### src/rtl/d_debounce_pkg.sv
// Shared types and default constants for the d_debounce input conditioner.
package d_debounce_pkg;

  typedef enum logic [1:0] {
    LOW      = 2'd0,
    CHK_HIGH = 2'd1,
    HIGH     = 2'd2,
    CHK_LOW  = 2'd3
  } deb_state_t;

  localparam int DEB_SYNC_STAGES   = 2;
  localparam int DEB_STABLE_CYCLES = 8;

endpackage

### src/rtl/d_debounce_bit_sync.sv
// Parameterised multi-flop synchroniser for one asynchronous bit, reset to 0.
module bit_sync #(
  parameter int STAGES = 2
) (
  input  logic clk,
  input  logic rst,
  input  logic i_d,
  output logic o_q
);

  logic [STAGES-1:0] r_chain;

  always_ff @(posedge clk) begin
    if (rst) begin
      r_chain <= '0;
    end else begin
      r_chain <= {r_chain[STAGES-2:0], i_d};
    end
  end

  assign o_q = r_chain[STAGES-1];

endmodule

### src/rtl/d_debounce.sv
// Synchronise and debounce a raw level, with optional rise/fall strobes.
// Strobe logic is compiled in only when D_DEBOUNCE_EDGE_EN is defined.
module d_debounce
  import d_debounce_pkg::*;
#(
  parameter int SYNC_STAGES   = DEB_SYNC_STAGES,
  parameter int STABLE_CYCLES = DEB_STABLE_CYCLES,
  parameter int CNT_W         = 4,
  parameter int GLITCH_W      = 8
) (
  input  logic                clk,
  input  logic                rst,
  input  logic                d_raw,
  output logic                d_clean,
  output logic                rise,
  output logic                fall,
  output logic                busy,
  output logic [GLITCH_W-1:0] glitch_cnt
);

  localparam logic [CNT_W-1:0] C_LAST = CNT_W'(STABLE_CYCLES - 1);

  logic                w_s;
  logic                w_accept_high;
  logic                w_accept_low;
  deb_state_t          r_state;
  logic [CNT_W-1:0]    r_cnt;
  logic                r_d_clean;
  logic                r_busy;
  logic [GLITCH_W-1:0] r_glitch;

  bit_sync #(
    .STAGES(SYNC_STAGES)
  ) u_sync (
    .clk(clk),
    .rst(rst),
    .i_d(d_raw),
    .o_q(w_s)
  );

  assign w_accept_high = (r_state == CHK_HIGH) && w_s && (r_cnt == C_LAST);
  assign w_accept_low  = (r_state == CHK_LOW) && !w_s && (r_cnt == C_LAST);

  always_ff @(posedge clk) begin
    if (rst) begin
      r_state   <= LOW;
      r_cnt     <= '0;
      r_d_clean <= 1'b0;
      r_busy    <= 1'b0;
      r_glitch  <= '0;
    end else begin
      r_busy <= (r_state == CHK_HIGH) || (r_state == CHK_LOW);
      case (r_state)
        LOW: begin
          if (w_s) begin
            r_state <= CHK_HIGH;
            r_cnt   <= CNT_W'(1);
          end
        end
        CHK_HIGH: begin
          if (w_accept_high) begin
            r_state   <= HIGH;
            r_cnt     <= '0;
            r_d_clean <= 1'b1;
          end else if (w_s) begin
            r_cnt <= r_cnt + 1'b1;
          end else begin
            // Abort: no partial credit carries into the next attempt.
            r_state <= LOW;
            r_cnt   <= '0;
            if (r_glitch != '1) r_glitch <= r_glitch + 1'b1;
          end
        end
        HIGH: begin
          if (!w_s) begin
            r_state <= CHK_LOW;
            r_cnt   <= CNT_W'(1);
          end
        end
        CHK_LOW: begin
          if (w_accept_low) begin
            r_state   <= LOW;
            r_cnt     <= '0;
            r_d_clean <= 1'b0;
          end else if (!w_s) begin
            r_cnt <= r_cnt + 1'b1;
          end else begin
            r_state <= HIGH;
            r_cnt   <= '0;
            if (r_glitch != '1) r_glitch <= r_glitch + 1'b1;
          end
        end
        default: begin
          r_state <= LOW;
          r_cnt   <= '0;
        end
      endcase
    end
  end

`ifdef D_DEBOUNCE_EDGE_EN
  logic r_rise;
  logic r_fall;

  always_ff @(posedge clk) begin
    if (rst) begin
      r_rise <= 1'b0;
      r_fall <= 1'b0;
    end else begin
      r_rise <= w_accept_high;
      r_fall <= w_accept_low;
    end
  end

  assign rise = r_rise;
  assign fall = r_fall;
`else
  assign rise = 1'b0;
  assign fall = 1'b0;
`endif

  assign d_clean    = r_d_clean;
  assign busy       = r_busy;
  assign glitch_cnt = r_glitch;

endmodule

### config.mk
export PLATFORM = sky130hd
export DESIGN_NAME = d_debounce
export DESIGN_NICKNAME = d
export VERILOG_FILES = /design/src/rtl/d_debounce_pkg.sv /design/src/rtl/d_debounce_bit_sync.sv /design/src/rtl/d_debounce.sv
export SDC_FILE = /design/constraint.sdc
export NUM_CORES = 1
export LEC_CHECK = 0
export BUFFER_PORTS_ARGS = -buffer_cell sky130_fd_sc_hd__buf_2
export CORE_MARGIN = 2
export CORE_UTILIZATION = 47
export DETAILED_ROUTE_END_ITERATION = 8
export HOLD_SLACK_MARGIN = 0.15
export PLACE_DENSITY = 0.79
export SLEW_MARGIN = 0
export SYNTH_ARGS = -nofsm -noshare
export SYNTH_HDL_FRONTEND = slang
export SYNTH_SLANG_ARGS = --single-unit
### constraint.sdc
create_clock -name clk -period 1.6 [get_ports clk]
set_clock_uncertainty 0.15 [all_clocks]
set_input_delay 0.24 -clock clk [delete_from_list [all_inputs] [get_ports clk]]
set_output_delay 0.24 -clock clk [all_outputs]
set_load 0.005 [all_outputs]
# [Word level (Yosys, flattened, before mapping)]
# Index checks and enable logic that the tools add are counted.
# Widths: inputs -> output; s select.
[classes] addsub=2 n_mux=23 n_eq_ne=15 n_reduce_logical=12
[op_table] cell="$mux 8" n=5
[op_table] cell="$mux 4" n=6
[op_table] cell="$pmux 4 s4" n=1
[op_table] cell="$pmux 8 s2" n=1
[op_table] cell="$mux 2" n=6
[op_table] cell="$ne 2x2->1 const B" n=6
[op_table] cell="$add 8x1->8 const B" n=1
[op_table] cell="$ne 8x8->1 const B" n=1
[op_table] cell="$pmux 2 s4" n=1
[op_table] cell="$reduce_and 5->1" n=1
[op_table] cell="$add 4x1->4 const B" n=1
[op_table] cell="$eq 2x2->1 const B" n=2
[op_table] cell="$eq 4x3->1 const B" n=1
[op_table] cell="$logic_and 1x1->1" n=4
[op_table] cell="$ne 2x1->1 const B" n=2
[op_table] cell="$reduce_and 4->1" n=1
[op_table] cell="$ne 3x2->1 const B" n=1
[op_table] cell="$ne 3x3->1 const B" n=1
[op_table] cell="$reduce_and 3->1" n=1
[op_table] cell="$eq 2x1->1 const B" n=1
[op_table] cell="$logic_not 2->1" n=1
[op_table] cell="$mux 1" n=2
[op_table] cell="$pmux 1 s2" n=1
[op_table] cell="$reduce_and 2->1" n=1
[op_table] cell="other kinds (3)" n=3
[totals] register_bits=18 word_cells=58 out_inout_bits=12

# [Longest topological paths before layout]
[depth] ltp_word=5 mapped_depth=6

# [Cells and area by module]
# A second synthesis with hierarchy kept.
[unflattened] hier_cells=90 hier_area_um2=855.8
[by_module_without_submodules] module="d_debounce" instances=1 cells_each=86 area_per_inst_um2=803.3
[by_module_without_submodules] module="bit_sync" instances=1 cells_each=4 area_per_inst_um2=52.6

# [Worst setup path before layout]
# OpenSTA, ideal clock, no wires.
[synth_timing] kind="register to register" from="register r_glitch[0] (netlist: glitch_cnt[0])" to="register r_glitch[6] (netlist: glitch_cnt[6])" t_required_ns=1.379 synth_period_minus_slack_ns=1.661 path_slack_ns=-0.061 t_arrival_ns=1.441 path_buffers=1 setup_ns=0.071 path_stages_with_launch=7 cell_sequence="dfxtp_1 > ha_1 > nand3_1 > o211ai_2 > buf_6 > or4_1 > a21oi_1"
[synth_between] elab_chain_cells=5 elab_cells_between_ends=8 classes_between="1 x add/sub; 1 x eq/ne; 6 x mux"
[synth_rtl] element="start: declaration" line_no="d_debounce.sv:30" rtl="logic [GLITCH_W-1:0] r_glitch;"
[synth_rtl] element="start signal: assignment" line_no="d_debounce.sv:71" rtl="if (r_glitch != '1) r_glitch <= r_glitch + 1'b1;"
[synth_rtl] element="start signal: assignment" line_no="d_debounce.sv:90" rtl="if (r_glitch != '1) r_glitch <= r_glitch + 1'b1;"
[synth_rtl] element="$add 8x1->8 / $ne 8x8->1 (equally long branches)" line_no="d_debounce.sv:71, d_debounce.sv:90"
[synth_rtl] element="$mux 8 *" line_no="d_debounce.sv:71, d_debounce.sv:90"
[synth_rtl] element="$mux 8 (on tied branches)" line_no="d_debounce.sv:85, d_debounce.sv:65"
[synth_rtl] element="$mux 8 (on tied branches)" line_no="d_debounce.sv:81, d_debounce.sv:61"
[synth_rtl] element="$pmux 8 s2 *" line_no="d_debounce.sv:53" rtl="case (r_state)"
# Mark *: on every way between the ends. The rest lies on a longest branch, timed or not. The select of a mux whose other input is x is not followed.
# A chain may end at the register's enable or synchronous reset.

# [Worst setup path in the final report]
[layout_timing] from="register r_glitch[4] (netlist: glitch_cnt[4])" to="register r_glitch[3] (netlist: glitch_cnt[3])"
[layout_between] elab_chain_cells=5 elab_cells_between_ends=7 classes_between="1 x eq/ne; 6 x mux"
[layout_rtl] element="$ne 8x8->1 *" line_no="d_debounce.sv:71, d_debounce.sv:90"
[layout_rtl] element="$mux 8 *"
[layout_rtl] element="$mux 8 (on tied branches) (2 in series)"
[layout_rtl] element="$pmux 8 s2 *"
# Marks and branches as above.

==> results.md <==
* Status: finished, violations left
* Violated checks: setup timing
* Clock-pin slew on the worst setup and hold paths at 0.10 ns
* Power Density at 659 nW/um2
* Comb power frac at 7.7%
* Initial antenna violation count at 0
* Worst path max stage delay at 0.36 ns
* # port buffers at 12
* Initial DRC Count at 25
* Register-to-Register Setup Slack at -0.02 ns
* Final nets at 126
* CTS tree: done
* Fin cells at 135
* Initial core utilization at 51.6%
* Final wirelength at 2.09 mm
* Total vias in the final route at 779
* Vias in the first global route at 708
* Clock buffer depth at 2
* Number of detailed-route iterations in the first pass at 4
* Crit path max-delay cell type: or3_4
* TritonCTS buffer count at 3
* Worst path arrival time at 1.69 ns
* H-tree depth at 1
* Overall Global Routing Usage at 21.3%
* Worst Path Required at 1.67 ns
* Residual DRC at 0
* CP top delay family: simple AND/OR/NAND/NOR gates
* Kind of critical path: reg2reg
* Die area at 2040 um2
* Mapped Area at 796 um2
* Critical Path Sink Type: register
* Max-cap viol count at 0
* Routed length per instance at 15.5 um
* Final min period at 1.62 ns
* Utilization after layout at 73.5%
* Final WS setup at -0.0219 ns
* Leakage power total at 0.451 nW
* IO Pins at 15
* Sw Pwr at 0.174 mW
* Skew-Pair Late Insertion Delay at 0.29 ns
* Cells after synthesis at 88
* Share of post-route cells with drive strength above 1 at 46.2%
* Row count at 14
* Total gr overflow at 0
* Core ar. at 1540 um2
* Chip width at 45.1 um
* Clk sink count at 18
* Final setup viols at 2
* Final Hold Fails at 0
* Seq/Total Area, Yosys at 45.3%
* Post-synthesis register bit count at 18
* Cell Int Power at 0.573 mW
* Distinct cells, synth at 29
* Synth-to-layout area growth at 42.3%
* Post-Syn Area per Cell at 9.04 um2
* Yosys warns at 0
* Final Cycle Share at 101%
* Worst slack, placed at 0.0143 ns
* Routed Antenna Nets at 0
* Max Clk Rate at 617 MHz
* Clk root buf: clkbuf_4
* DIE HEIGHT at 45.1 um
* Largest net degree at the start of global routing at 13
* Maximum fanout along the worst path at 7
* Hold Path Class: reg2reg
* Sequential power share at 62.1%
* DP Wirelength at 1.20 mm
* Diodes inserted at 0
* First-pass GRT wire length at 3.09 mm
* Inst Count DP at 128
* Switch share at 23.3%
* Max-slew violation count at 0
* Worst vdd ir at 0.504 mV
* Crit-path cells: nand4_1 > buf_4 > o211ai_4 > buf_6 > or3_4 > a21oi_2
* Worst path bufs/invs at 2
* Clock share of power at 30.3%
* Number of vias per cell at 5.77
* Unrepaired setup endpoints after global routing: true
* Filler cells at 103
* Startpoint types: register
* RD Place Congestion at 0.736
placed cells by master (no fill, tap or decap), drive strengths merged:
master	synthesis	routed
dlygate4sd3	0	2
o21ai	3	3
ha	2	2
nand2b	1	1
nand4b	1	1
o211ai	1	1
nor3	3	3
xor2	3	3
o2111ai	1	1
a31oi	1	1
xnor2	1	1
buf	3	31
and4b	1	1
a2111oi	1	1
or4	3	3
nand3	6	6
nor2	9	9
or3	2	2
nand2	6	6
nand4	1	1
mux2i	2	2
conb	1	2
dfxtp	18	18
inv	1	1
nor2b	2	2
clkbuf	3	3
a21oi	8	8
o31ai	3	3
a2bb2oi	1	1
cell families after synthesis:
family	Yosys count	synth area share (%)
AO/OA/AOI/OAI	19	15.4
multiplexers	2	2.52
buffers and inverters	7	5.19
flip-flops	18	45.3
AND/OR/NAND/NOR	35	22.6
adder cells (fa/ha/maj)	2	3.14
XOR/XNOR	4	5.35
other	1	0.471
synth_stat cells:
library cell / n / area share (%)
a2bb2oi_1: 1 / 1.1
o211ai_2: 1 / 1.6
nor3_1: 3 / 1.9
buf_6: 1 / 1.4
ha_1: 2 / 3.1
mux2i_1: 2 / 2.5
buf_4: 2 / 1.9
or4_1: 3 / 2.8
dfxtp_1: 18 / 45
clkbuf_1: 3 / 1.4
inv_1: 1 / 0.47
conb_1: 1 / 0.47
nand4b_1: 1 / 1.1
a21oi_1: 8 / 5.0
nand4_1: 1 / 0.79
a2111oi_0: 1 / 1.1
nand2b_1: 1 / 0.79
or3_1: 2 / 1.6
a31oi_1: 1 / 0.79
xor2_1: 3 / 3.3
nor2_1: 9 / 4.2
nand2_1: 6 / 2.8
o21ai_0: 3 / 1.9
nor2b_1: 2 / 1.6
o31ai_1: 3 / 2.8
o2111ai_1: 1 / 1.1
nand3_1: 6 / 3.8
xnor2_2: 1 / 2.0
and4b_1: 1 / 1.3
state kept, by name (all words and copies together) (netlist names):
name	flops
r_state	2
busy	1
d_clean	1
u_sync.r_chain	2
glitch_cnt	8
r_cnt	4
metal layers:
| metal | share of wire [%] | vias to the layer above | wire length (um) | GRT usage, % |
|---|---|---|---|---|
| met5 | 0 | - | 0 | 0 |
| met4 | 5.5 | 0 | 115 | 11.8 |
| met3 | 5.5 | 10 | 114 | 3.60 |
| met2 | 49 | 39 | 1020 | 36.6 |
| met1 | 40 | 355 | 836 | 24.8 |
| li1 | - | 375 | - | - |
power by group through the flow:
stage | combinational, mW | clock (mW) | sequential, mW
global route | 0.0618 | 0.243 | 0.464
detailed placement | 0.0466 | 0 | 0.472
floorplan | 0.0293 | 0 | 0.473
global placement | 0.0450 | 0 | 0.472
CTS | 0.0513 | 0.224 | 0.462
finish | 0.0571 | 0.226 | 0.463
per-stage QoR:
step	hold WS [ns]	area, um2	TNS, ns	power [mW]
after floorplan	0.218	808	0	0.503
after global placement	0.278	978	0	0.517
after detailed placement	0.286	978	0	0.519
after CTS	0.310	1040	0	0.737
after global routing	0.324	1130	-0.323	0.769
final	0.308	1130	-0.0260	0.746
layout make-up:
| cell class | count | area, um2 | share of cell area [%] |
|---|---|---|---|
| Multi-Input combinational cell | 64 | 487 | 43.0 |
| Sequential cell | 18 | 369 | 32.6 |
| Inverter | 1 | 3.75 | 0.331 |
| Tap cell | 16 | 20.0 | 1.77 |
| Clock buffer | 3 | 22.5 | 1.99 |
| Timing Repair Buffer | 33 | 230 | 20.3 |
path summary, 6_finish.rpt:
check / from / end / cells past startpoint
setup / recovery: glitch_cnt[4]$_SDFFE_PP0P_ / glitch_cnt[3]$_SDFFE_PP0P_ / 6
hold reg to reg: u_sync.r_chain[0]$_SDFF_PP0_ / u_sync.r_chain[1]$_SDFF_PP0_ / 1
setup reg to reg: glitch_cnt[4]$_SDFFE_PP0P_ / glitch_cnt[3]$_SDFFE_PP0P_ / 6
hold / removal: u_sync.r_chain[0]$_SDFF_PP0_ / u_sync.r_chain[1]$_SDFF_PP0_ / 1
what timing repair did:
item | 4_1_cts | 5_1_grt
hold buffers | 2 | 0
resized for setup | 1 | 22
setup buffers | 1 | 1
hold endpoints to repair | 11 | 0
pin swaps | 1 | 5
setup endpoints to repair | 3 | 10
Note: power is estimated with default switching activity, not from simulation.
